[src/rtl/tlp_pkg.sv]
`default_nettype none
// +----------------------------------------------------------------------+
// | tlp_pkg : shared state encoding, width defaults and VC index type    |
// | Rev 1.0                                                              |
// +----------------------------------------------------------------------+
package tlp_pkg;

    localparam int DEF_NUM_VC = 4;
    localparam int DEF_DATA_W = 10;
    localparam int DEF_TH_W   = 3;
    localparam int VC_IDX_W   = $clog2(DEF_NUM_VC);

    typedef logic [VC_IDX_W-1:0] vc_idx_t;

    typedef enum logic [1:0] {
        ST_RESET  = 2'd0,
        ST_INIT   = 2'd1,
        ST_IDLE   = 2'd2,
        ST_ACTIVE = 2'd3
    } state_t;

endpackage
`default_nettype wire

[src/rtl/tlp_vc_arbiter_if.sv]
`default_nettype none
// +----------------------------------------------------------------------+
// | tlp_vc_arbiter_if : per-VC FIFO side and downstream push bus         |
// | Rev 1.0                                                              |
// +----------------------------------------------------------------------+
interface tlp_vc_arbiter_if
    import tlp_pkg::*;
#(
    parameter int NUM_VC = DEF_NUM_VC,
    parameter int DATA_W = DEF_DATA_W
) ();

    logic [NUM_VC-1:0]         fifo_empty;
    logic [NUM_VC*DATA_W-1:0]  fifo_data;
    logic [NUM_VC-1:0]         dest_almost_full;
    logic [NUM_VC-1:0]         fifo_pop;
    logic                      out_push;
    logic [DATA_W-1:0]         out_data;
    logic [$clog2(NUM_VC)-1:0] out_vc;

    // master: the arbiter; slave: FIFOs and downstream path
    modport master (
        input  fifo_empty, fifo_data, dest_almost_full,
        output fifo_pop, out_push, out_data, out_vc
    );

    modport slave (
        output fifo_empty, fifo_data, dest_almost_full,
        input  fifo_pop, out_push, out_data, out_vc
    );

endinterface
`default_nettype wire

[src/rtl/tlp_rr_pick.sv]
`default_nettype none
// +----------------------------------------------------------------------+
// | tlp_rr_pick : rotate-priority picker, search begins at start index   |
// | Rev 1.0                                                              |
// +----------------------------------------------------------------------+
module tlp_rr_pick
    import tlp_pkg::*;
#(
    parameter int N  = DEF_NUM_VC,
    parameter int IW = $clog2(N)
) (
    input  wire logic [N-1:0]  req,
    input  wire logic [IW-1:0] start,
    output logic      [N-1:0]  grant,
    output logic      [IW-1:0] idx,
    output logic               any
);

    logic [IW-1:0] w_cand;

    // N is a power of two, so the IW-bit add wraps the search naturally
    always_comb begin
        any    = 1'b0;
        idx    = '0;
        w_cand = '0;
        for (int k = 0; k < N; k++) begin
            w_cand = start + IW'(k);
            if (!any && req[w_cand]) begin
                any = 1'b1;
                idx = w_cand;
            end
        end
        grant = any ? (N'(1) << idx) : '0;
    end

endmodule
`default_nettype wire

[src/rtl/tlp_vc_arbiter.sv]
`default_nettype none
// +----------------------------------------------------------------------+
// | tlp_vc_arbiter : VC FIFO sequencer + one-word-per-cycle arbiter      |
// | Option macro VC_STRICT_PRIO_EN selects fixed lowest-index priority.  |
// | Rev 1.0                                                              |
// +----------------------------------------------------------------------+
module tlp_vc_arbiter
    import tlp_pkg::*;
#(
    parameter int NUM_VC = DEF_NUM_VC,
    parameter int DATA_W = DEF_DATA_W,
    parameter int TH_W   = DEF_TH_W
) (
    input  wire logic            clk,
    input  wire logic            reset,
    input  wire logic            init,
    input  wire logic [TH_W-1:0] umbral_sup_in,
    input  wire logic [TH_W-1:0] umbral_inf_in,
    tlp_vc_arbiter_if.master     bus,
    output logic                 fifo_state,
    output logic      [TH_W-1:0] umbral_superior,
    output logic      [TH_W-1:0] umbral_inferior,
    output logic      [1:0]      fsm_state,
    output logic                 idle
);

    localparam int IW = $clog2(NUM_VC);

    state_t              r_state;
    state_t              w_next;
    logic [IW-1:0]       r_rr_ptr;
    logic [IW-1:0]       r_idx;
    logic                r_valid;
    logic [TH_W-1:0]     r_sup;
    logic [TH_W-1:0]     r_inf;
    logic [IW-1:0]       w_start;
    logic [IW-1:0]       w_pick_idx;
    logic [NUM_VC-1:0]   w_pick_oh;
    logic [NUM_VC-1:0]   w_elig;
    logic                w_pick_any;
    logic                w_arb_en;
    logic                w_grant;
    logic [DATA_W-1:0]   w_rd_word;

    assign w_elig   = ~bus.fifo_empty & ~bus.dest_almost_full;
    assign w_arb_en = (r_state == ST_IDLE) || (r_state == ST_ACTIVE);

`ifdef VC_STRICT_PRIO_EN
    assign w_start = '0;
`else
    assign w_start = r_rr_ptr + IW'(1);
`endif

    tlp_rr_pick #(
        .N  (NUM_VC),
        .IW (IW)
    ) u_pick (
        .req   (w_elig),
        .start (w_start),
        .grant (w_pick_oh),
        .idx   (w_pick_idx),
        .any   (w_pick_any)
    );

    assign w_grant = w_arb_en && w_pick_any;

    always_ff @(posedge clk) begin
        if (reset) begin
            r_state <= ST_RESET;
        end else begin
            r_state <= w_next;
        end
    end

    always_comb begin
        w_next = r_state;
        case (r_state)
            ST_RESET:  w_next = ST_INIT;
            ST_INIT:   w_next = init ? ST_INIT : ST_IDLE;
            ST_IDLE,
            ST_ACTIVE: begin
                if (init)
                    w_next = ST_INIT;
                else if (|w_elig)
                    w_next = ST_ACTIVE;
                else
                    w_next = ST_IDLE;
            end
            default:   w_next = ST_RESET;
        endcase
    end

    // A pop taken while init is high is dropped: the FIFOs are about to be cleared
    always_ff @(posedge clk) begin
        if (reset) begin
            r_valid  <= 1'b0;
            r_idx    <= '0;
            r_rr_ptr <= '1;
            r_sup    <= '0;
            r_inf    <= '0;
        end else begin
            r_valid <= w_grant && !init;
            if (w_grant) begin
                r_idx <= w_pick_idx;
`ifndef VC_STRICT_PRIO_EN
                r_rr_ptr <= w_pick_idx;
`endif
            end
            if (r_state == ST_INIT) begin
                r_sup <= umbral_sup_in;
                r_inf <= umbral_inf_in;
            end
        end
    end

    assign w_rd_word = bus.fifo_data[r_idx*DATA_W +: DATA_W];

    assign bus.fifo_pop = w_grant ? w_pick_oh : '0;
    assign bus.out_push = r_valid && !init;
    assign bus.out_data = bus.out_push ? w_rd_word : '0;
    assign bus.out_vc   = r_idx;

    assign fifo_state      = w_arb_en;
    assign umbral_superior = r_sup;
    assign umbral_inferior = r_inf;
    assign fsm_state       = r_state;
    assign idle            = (r_state == ST_IDLE) && (&bus.fifo_empty);

endmodule
`default_nettype wire

[src/flat_wrapper.sv]
// flat-port wrapper written by rule: the top's interface ports become plain ports
module tlp_vc_arbiter_flat import tlp_pkg::*;
#(
    parameter int NUM_VC = DEF_NUM_VC,
    parameter int DATA_W = DEF_DATA_W,
    parameter int TH_W   = DEF_TH_W
)
  (clk, reset, init, umbral_sup_in, umbral_inf_in, fifo_state, umbral_superior, umbral_inferior, fsm_state, idle, bus_fifo_empty, bus_fifo_data, bus_dest_almost_full, bus_fifo_pop, bus_out_push, bus_out_data, bus_out_vc);
  tlp_vc_arbiter_if #(.NUM_VC(NUM_VC), .DATA_W(DATA_W)) bus_i ();
  input  wire logic clk;
  input  wire logic reset;
  input  wire logic init;
  input  wire logic [TH_W-1:0] umbral_sup_in;
  input  wire logic [TH_W-1:0] umbral_inf_in;
  output logic fifo_state;
  output logic      [TH_W-1:0] umbral_superior;
  output logic      [TH_W-1:0] umbral_inferior;
  output logic      [1:0] fsm_state;
  output logic idle;
  input wire logic [$bits(bus_i.fifo_empty)-1:0] bus_fifo_empty;
  input wire logic [$bits(bus_i.fifo_data)-1:0] bus_fifo_data;
  input wire logic [$bits(bus_i.dest_almost_full)-1:0] bus_dest_almost_full;
  output wire logic [$bits(bus_i.fifo_pop)-1:0] bus_fifo_pop;
  output wire logic [$bits(bus_i.out_push)-1:0] bus_out_push;
  output wire logic [$bits(bus_i.out_data)-1:0] bus_out_data;
  output wire logic [$bits(bus_i.out_vc)-1:0] bus_out_vc;
  assign bus_i.fifo_empty = bus_fifo_empty;
  assign bus_i.fifo_data = bus_fifo_data;
  assign bus_i.dest_almost_full = bus_dest_almost_full;
  assign bus_fifo_pop = bus_i.fifo_pop;
  assign bus_out_push = bus_i.out_push;
  assign bus_out_data = bus_i.out_data;
  assign bus_out_vc = bus_i.out_vc;
  tlp_vc_arbiter #(.NUM_VC(NUM_VC), .DATA_W(DATA_W), .TH_W(TH_W)) u_core (.clk(clk), .reset(reset), .init(init), .umbral_sup_in(umbral_sup_in), .umbral_inf_in(umbral_inf_in), .bus(bus_i), .fifo_state(fifo_state), .umbral_superior(umbral_superior), .umbral_inferior(umbral_inferior), .fsm_state(fsm_state), .idle(idle));
endmodule
[config.mk]
export PLATFORM = sky130hd
export DESIGN_NAME = tlp_vc_arbiter_flat
export DESIGN_NICKNAME = d
export VERILOG_FILES = /design/src/rtl/tlp_pkg.sv /design/src/rtl/tlp_vc_arbiter_if.sv /design/src/rtl/tlp_rr_pick.sv /design/src/rtl/tlp_vc_arbiter.sv /design/src/flat_wrapper.sv
export SDC_FILE = /design/constraint.sdc
export NUM_CORES = 1
export LEC_CHECK = 0
export BUFFER_PORTS_ARGS = -buffer_cell sky130_fd_sc_hd__clkbuf_2
export CORE_MARGIN = 2
export CORE_UTILIZATION = 34
export CTS_CLUSTER_DIAMETER = 30
export DETAILED_ROUTE_END_ITERATION = 16
export PLACE_DENSITY_LB_ADDON = 0.15
export SYNTH_ARGS = -nofsm -noshare
export SYNTH_HDL_FRONTEND = slang
export SYNTH_SLANG_ARGS = --single-unit
[constraint.sdc]
create_clock -name clk -period 1.2 [get_ports clk]
set_input_delay 0.12 -clock clk [delete_from_list [all_inputs] [get_ports clk]]
set_output_delay 0.12 -clock clk [all_outputs]
set_load 0.03 [all_outputs]
==> flow_summary.ini, run 1 <==
[placed_design]
dp_hpwl_mm = 2.39
place_worst_setup_slack_ns = -0.283
port-buffer-count = 83
placed_area_um2 = 1610
globalplace.congestion = 0.710

[critical_path]
critPathArrivalTime_ns = 1.60
required_ns = 1.08
worstPathMaxFanout = 6
crit_type = reg -> out
cp_slowest_stage_delay_ns = 0.49
crit_chain = buf_8, mux4_2, and3_4, buf_8
cp_common_cell = buf_8
cp-start-kind = register
cp_slowest_cell = mux4_2
endpoint_kind = primary output

[drt]
drt_iter0_drc = 31
drc = 0
dr.pass1.iters = 4
wl_per_cell_um = 15.0
vias_per_cell = 5.26
ant_nets = 0
drt-total-wl_mm = 3.45
vias = 1209

[timing]
setup_tns_ns = -7.23
max_freq_mhz = 581
period_share = 1.43
timing.slew.headroom = 0.716
rsz0062_at_grt = yes
slew_viol_final = 0
setup_viol = 18
hold_ws_ns = 0.0327
tightest_slew_ns = 0.424
skew_ns = 0.00331
hold_viol_final = 0
period_needed_ns = 1.72
setup_ws_ns = -0.520

[min_path]
hold_class = in -> reg

[power]
vdd_drop_max_uv = 729
leakagePower_nw = 0.893
power.density_nw_per_um2 = 628
power_mw = 1.23

[layout]
multi_input_area_um2 = 843
design_area_um2 = 1950
area_growth_syn_to_layout_pct = 99.5
diodes = 0
layout_commonest_cell = clkbuf_2
drive_gt1_frac = 0.789
final_cell_mix = 67 x clkbuf_2, 15 x buf_8, 13 x buf_4
nNetsFinal = 257
ff_latch_area_um2 = 282
fillers = 208

[job]
cap_violations = 0

[floorplanning]
die_w_um = 57.7
fp.dieH_um = 57.7
fp.dieArea_um2 = 3330
start_util = 0.355
io_pins = 84
core_um2 = 2760
rows = 19

[logic_synthesis]
synth_fp_nets = 155
synth_area_per_cell_um2 = 10.0
netlist_instances = 98
syn-cell-area_um2 = 980
synth_seq_area_share = 0.266
synth_warnings = 0
ys_seq_elements = 13
synth.distinct_cells = 30

[clock_tree]
cts_hold_buffers = 0
clk_pin_slew_ns = 0.08
cts.sinks = 13
cts_tree = built
numCtsBuffers = 3
cts_root_buf = clkbuf_4
h-tree-depth = 1
cts.path.max_buffers = 2
clock_latency_ns = 0.27

[global_routing]
grt_pass1_wl_mm = 5.17
overflow = 0
track_usage = 0.198
grt_start_max_net_pins = 14
grt_pass1_vias = 1253
antenna_found_initial = 0

[status]
status = finished with violations
violations = negative setup slack
## path summary, 6_finish.rpt
| kind | from | endpoint | slack, ns | depth (start not counted) |
|---|---|---|---|---|
| max | u_core.bus.out_vc[0] | bus_out_data[3] | -0.52 | 4 |
| min | init | u_core.r_valid | 0.03 | 2 |
| max reg2reg | u_core.r_rr_ptr[1] | u_core.r_rr_ptr[0] | -0.20 | 5 |
| min reg2reg | u_core.umbral_inferior[1] | u_core.umbral_inferior[1] | 0.50 | 2 |
## logic make-up after synthesis
logic type      Yosys count  synth area share
simple gates             43             0.238
compound gates           17             0.162
mux                      16             0.291
flops                    13             0.266
buf+inv                   9            0.0434
## synth_stat cells
| master | n | area share |
|---|---|---|
| buf_6 | 1 | 0.011 |
| a2111oi_4 | 1 | 0.028 |
| buf_2 | 1 | 0.0051 |
| nand2_1 | 5 | 0.019 |
| clkbuf_1 | 4 | 0.015 |
| a21oi_1 | 4 | 0.020 |
| nor2b_1 | 2 | 0.013 |
| nand4_1 | 1 | 0.0064 |
| o31a_1 | 1 | 0.0089 |
| mux4_2 | 10 | 0.23 |
| o21ai_1 | 1 | 0.0051 |
| mux2i_1 | 6 | 0.061 |
| dfxtp_1 | 13 | 0.27 |
| or2b_1 | 1 | 0.0077 |
| nor3_1 | 4 | 0.020 |
| or2_2 | 1 | 0.0064 |
| inv_1 | 3 | 0.011 |
| and3_1 | 10 | 0.064 |
| o21bai_4 | 1 | 0.019 |
| o21ai_2 | 1 | 0.0089 |
| o32ai_2 | 1 | 0.017 |
| nor3_2 | 2 | 0.020 |
| o31ai_1 | 2 | 0.015 |
| or2_4 | 1 | 0.0089 |
| nand3_1 | 1 | 0.0051 |
| o21bai_2 | 1 | 0.011 |
| a21o_1 | 2 | 0.015 |
| o22ai_1 | 2 | 0.013 |
| nor4_2 | 1 | 0.013 |
| nor2_1 | 14 | 0.054 |
## area by class of cell
type,instances,share of cell area
multi-input cells,76,0.431
flip-flops and latches,13,0.144
inverters,3,0.00704
clock buffers,4,0.0134
well taps,31,0.0198
repair buffers,103,0.384
## routing by layer
metal  share of wire  track usage  vias up
met5               0            0        -
met4           0.011       0.0532        0
met3           0.052       0.0156        4
met2            0.58        0.398       42
met1            0.36        0.218      584
li1                -            -      579
## sequential cells by signal (all words and copies together), names as in the netlist
register and count:
u_core.bus.out_vc 2, u_core.fsm_state 2, u_core.r_rr_ptr 2, u_core.r_valid 1
u_core.umbral_inferior 3, u_core.umbral_superior 3
## repair_timing
| action | 4_1_cts | 5_1_grt |
|---|---|---|
| endpoints found under the setup margin | 20 | 21 |
| resized for setup | 42 | 33 |
| pin swaps | 9 | 9 |
| setup buffers | 8 | 3 |
## worst max-delay path: cells and delay by family, from the launching register on
kind / cells / cell delay [ns]
buf+inv: 2 / 0.26
flops: 1 / 0.39
simple gates: 1 / 0.20
mux: 1 / 0.49
## metrics by stage
step | std cells | util
after global placement | 217 | 0.583
after detailed placement | 217 | 0.583
final | 230 | 0.709
after floorplan | 98 | -
after global routing | 230 | 0.709
after CTS | 229 | 0.679
## report_power, final
group          internal [mW]  switching [mW]  leakage [nW]
Clock                  0.129           0.135        0.0150
Combinational          0.252           0.232         0.768
Sequential             0.451          0.0300         0.109
No activity file was read; power rests on OpenSTA's default activity.
==> run 2: changes to the inputs <==
--- a/config.mk
+++ b/config.mk
@@ -6,7 +6,7 @@
 export NUM_CORES = 1
 export LEC_CHECK = 0
 export BUFFER_PORTS_ARGS = -buffer_cell sky130_fd_sc_hd__clkbuf_2
-export CORE_MARGIN = 2
+export CORE_MARGIN = 10
 export CORE_UTILIZATION = 34
 export CTS_CLUSTER_DIAMETER = 30
 export DETAILED_ROUTE_END_ITERATION = 16
==> run 2 against run 1 <==
The run still ends with negative setup slack left; wire length rose by 16%; sequential share of layout area rose by 0.15 points; core utilization fell by 0.091 points; fmax rose by 0.26%; first-iteration DRC count rose by 9.7%; combinational power barely moved; sequential power barely moved; die area rose by 63%; clock skew rose by 0.0013 ns; non-clock buffer count did not move; critical path depth did not move; critical path type unchanged; register-to-register slack improved by 0.02 ns.
==> flow_summary.ini, run 2 (synthesis gave the netlist of run 1 again) <==
[critical_path]
required_ns = 1.08
timing.rr.end = u_core.r_rr_ptr[0]
worstPathMaxFanout = 4
crit_type = reg -> out
cp_slowest_stage_delay_ns = 0.50
ff2ff_setup_slack_ns = -0.18
r2r-start = u_core.r_rr_ptr[1]
cp-start-kind = register
critPathArrivalTime_ns = 1.60
crit_chain = buf_6, mux4_2, and3_4, buf_8
endpoint_kind = primary output
ff2ff_path_depth = 5
cp_slowest_cell = mux4_2

[job]
cap_violations = 0

[clock_tree]
cts.sinks = 13
cts_hold_buffers = 0
cts.path.max_buffers = 2
clk_pin_slew_ns = 0.08
clock_latency_ns = 0.27
h-tree-depth = 1
cts_root_buf = clkbuf_4
numCtsBuffers = 3
cts_tree = built

[drt]
drt_iter0_drc = 34
drc = 0
drt-total-wl_mm = 3.99
ant_nets = 0
wl_per_cell_um = 17.3
dr.pass1.iters = 4
vias_per_cell = 5.23
vias = 1203

[floorplanning]
core_um2 = 2760
rows = 19
fp.dieH_um = 73.7
start_util = 0.355
fp.dieArea_um2 = 5430
io_pins = 84
die_w_um = 73.7

[layout]
drive_gt1_frac = 0.784
area_growth_syn_to_layout_pct = 99.2
final_cell_mix = 64 x clkbuf_2, 15 x buf_8, 13 x buf_4
diodes = 0
multi_input_area_um2 = 836
layout_commonest_cell = clkbuf_2
nNetsFinal = 257
fillers = 208
ff_latch_area_um2 = 284

[power]
netSwitchingFraction = 0.325
combPwrFrac = 0.392
p_switching_mw = 0.399
power.density_nw_per_um2 = 628
power_mw = 1.23
p_int_mw = 0.827
clkPwrFrac = 0.216
leakagePower_nw = 0.896
p_seq_frac = 0.391
vdd_drop_max_uv = 739

[global_routing]
grt_start_max_net_pins = 14
antenna_found_initial = 0
track_usage = 0.132
overflow = 0
grt_pass1_vias = 1311
grt_pass1_wl_mm = 5.86

[timing]
period_share = 1.43
tightest_slew_ns = 0.395
timing.slew.headroom = 0.736
rsz0062_at_grt = yes
setup_ws_ns = -0.515
period_needed_ns = 1.72
hold_viol_final = 0
max_freq_mhz = 583
skew_ns = 0.00466
slew_viol_final = 0
setup_viol = 18

[placed_design]
place_worst_setup_slack_ns = -0.286
dp_hpwl_mm = 3.09
port-buffer-count = 83
globalplace.congestion = 0.767

[status]
status = finished with violations
violations = negative setup slack

[min_path]
worstHoldEndpoint = u_core.fsm_state[1]
hp-start = init
hold_class = in -> reg
whs_path_depth = 2
[run 2: cell types whose count changed in the layout (fill, tap and decap cells not counted), sizes merged]
cell	previous run	this run
buf	35	37
clkbuf	72	70
[run 2: power by group through the flow]
stage / combinational [mW] / clock, mW / sequential [mW]
5_1_grt: 0.516 / 0.297 / 0.484
4_1_cts: 0.455 / 0.279 / 0.482
2_1_floorplan: 0.203 / 0 / 0.528
3_3_place_gp: 0.392 / 0 / 0.501
3_5_place_dp: 0.404 / 0 / 0.503
6_report: 0.481 / 0.265 / 0.479
[run 2: final cells by class]
cell class | instances | share of cell area
Tap cell | 31 | 0.0199
Sequential cell | 13 | 0.146
Inverter | 3 | 0.00705
Clock buffer | 4 | 0.0135
Timing Repair Buffer | 103 | 0.386
Multi-Input combinational cell | 76 | 0.428
[run 2: how the worst max path moves through the flow]
stage	start	endpoint
after floorplan	u_core.bus.out_vc[0]	bus_out_data[0]
after global placement	u_core.bus.out_vc[0]	bus_out_data[0]
after detailed placement	u_core.bus.out_vc[0]	bus_out_data[1]
after CTS	u_core.bus.out_vc[0]	bus_out_data[5]
after global routing	u_core.bus.out_vc[0]	bus_out_data[1]
final	u_core.bus.out_vc[0]	bus_out_data[0]
[run 2: per-layer routing]
metal  wire length (um)  share of wire  global-route usage  vias up
met2               2290           0.58               0.247       47
li1                   -              -                   -      575
met4                  0              0              0.0248        0
met1               1280           0.32               0.134      581
met5                  0              0                   0        -
met3                416           0.10              0.0525        0
[run 2: stage by stage]
step / cell area, um2 / hold slack [ns] / TNS, ns / utilization / cells
after detailed placement: 1620 / 0.319 / -4.28 / 0.586 / 218
after global placement: 1620 / 0.320 / -3.94 / 0.586 / 218
after global routing: 1950 / 0.0368 / -8.43 / 0.708 / 230
final: 1950 / 0.0392 / -7.23 / 0.708 / 230
after CTS: 1890 / 0.0301 / -7.92 / 0.684 / 229
after floorplan: 1110 / 0.180 / -2.03 / - / 98
[run 2: timing repair]
item | in CTS | in global routing
endpoints found under the setup margin | 20 | 21
gates cloned | 0 | 0
resized for setup | 45 | 34
hold endpoints to repair | 0 | 0
setup buffers | 8 | 4
pin swaps | 11 | 10
[run 2: worst max-delay path: cells and delay by family, from the launching register on]
kind	cells	cell delay (ns)
mux	1	0.50
flops	1	0.37
buf+inv	2	0.26
simple gates	1	0.20
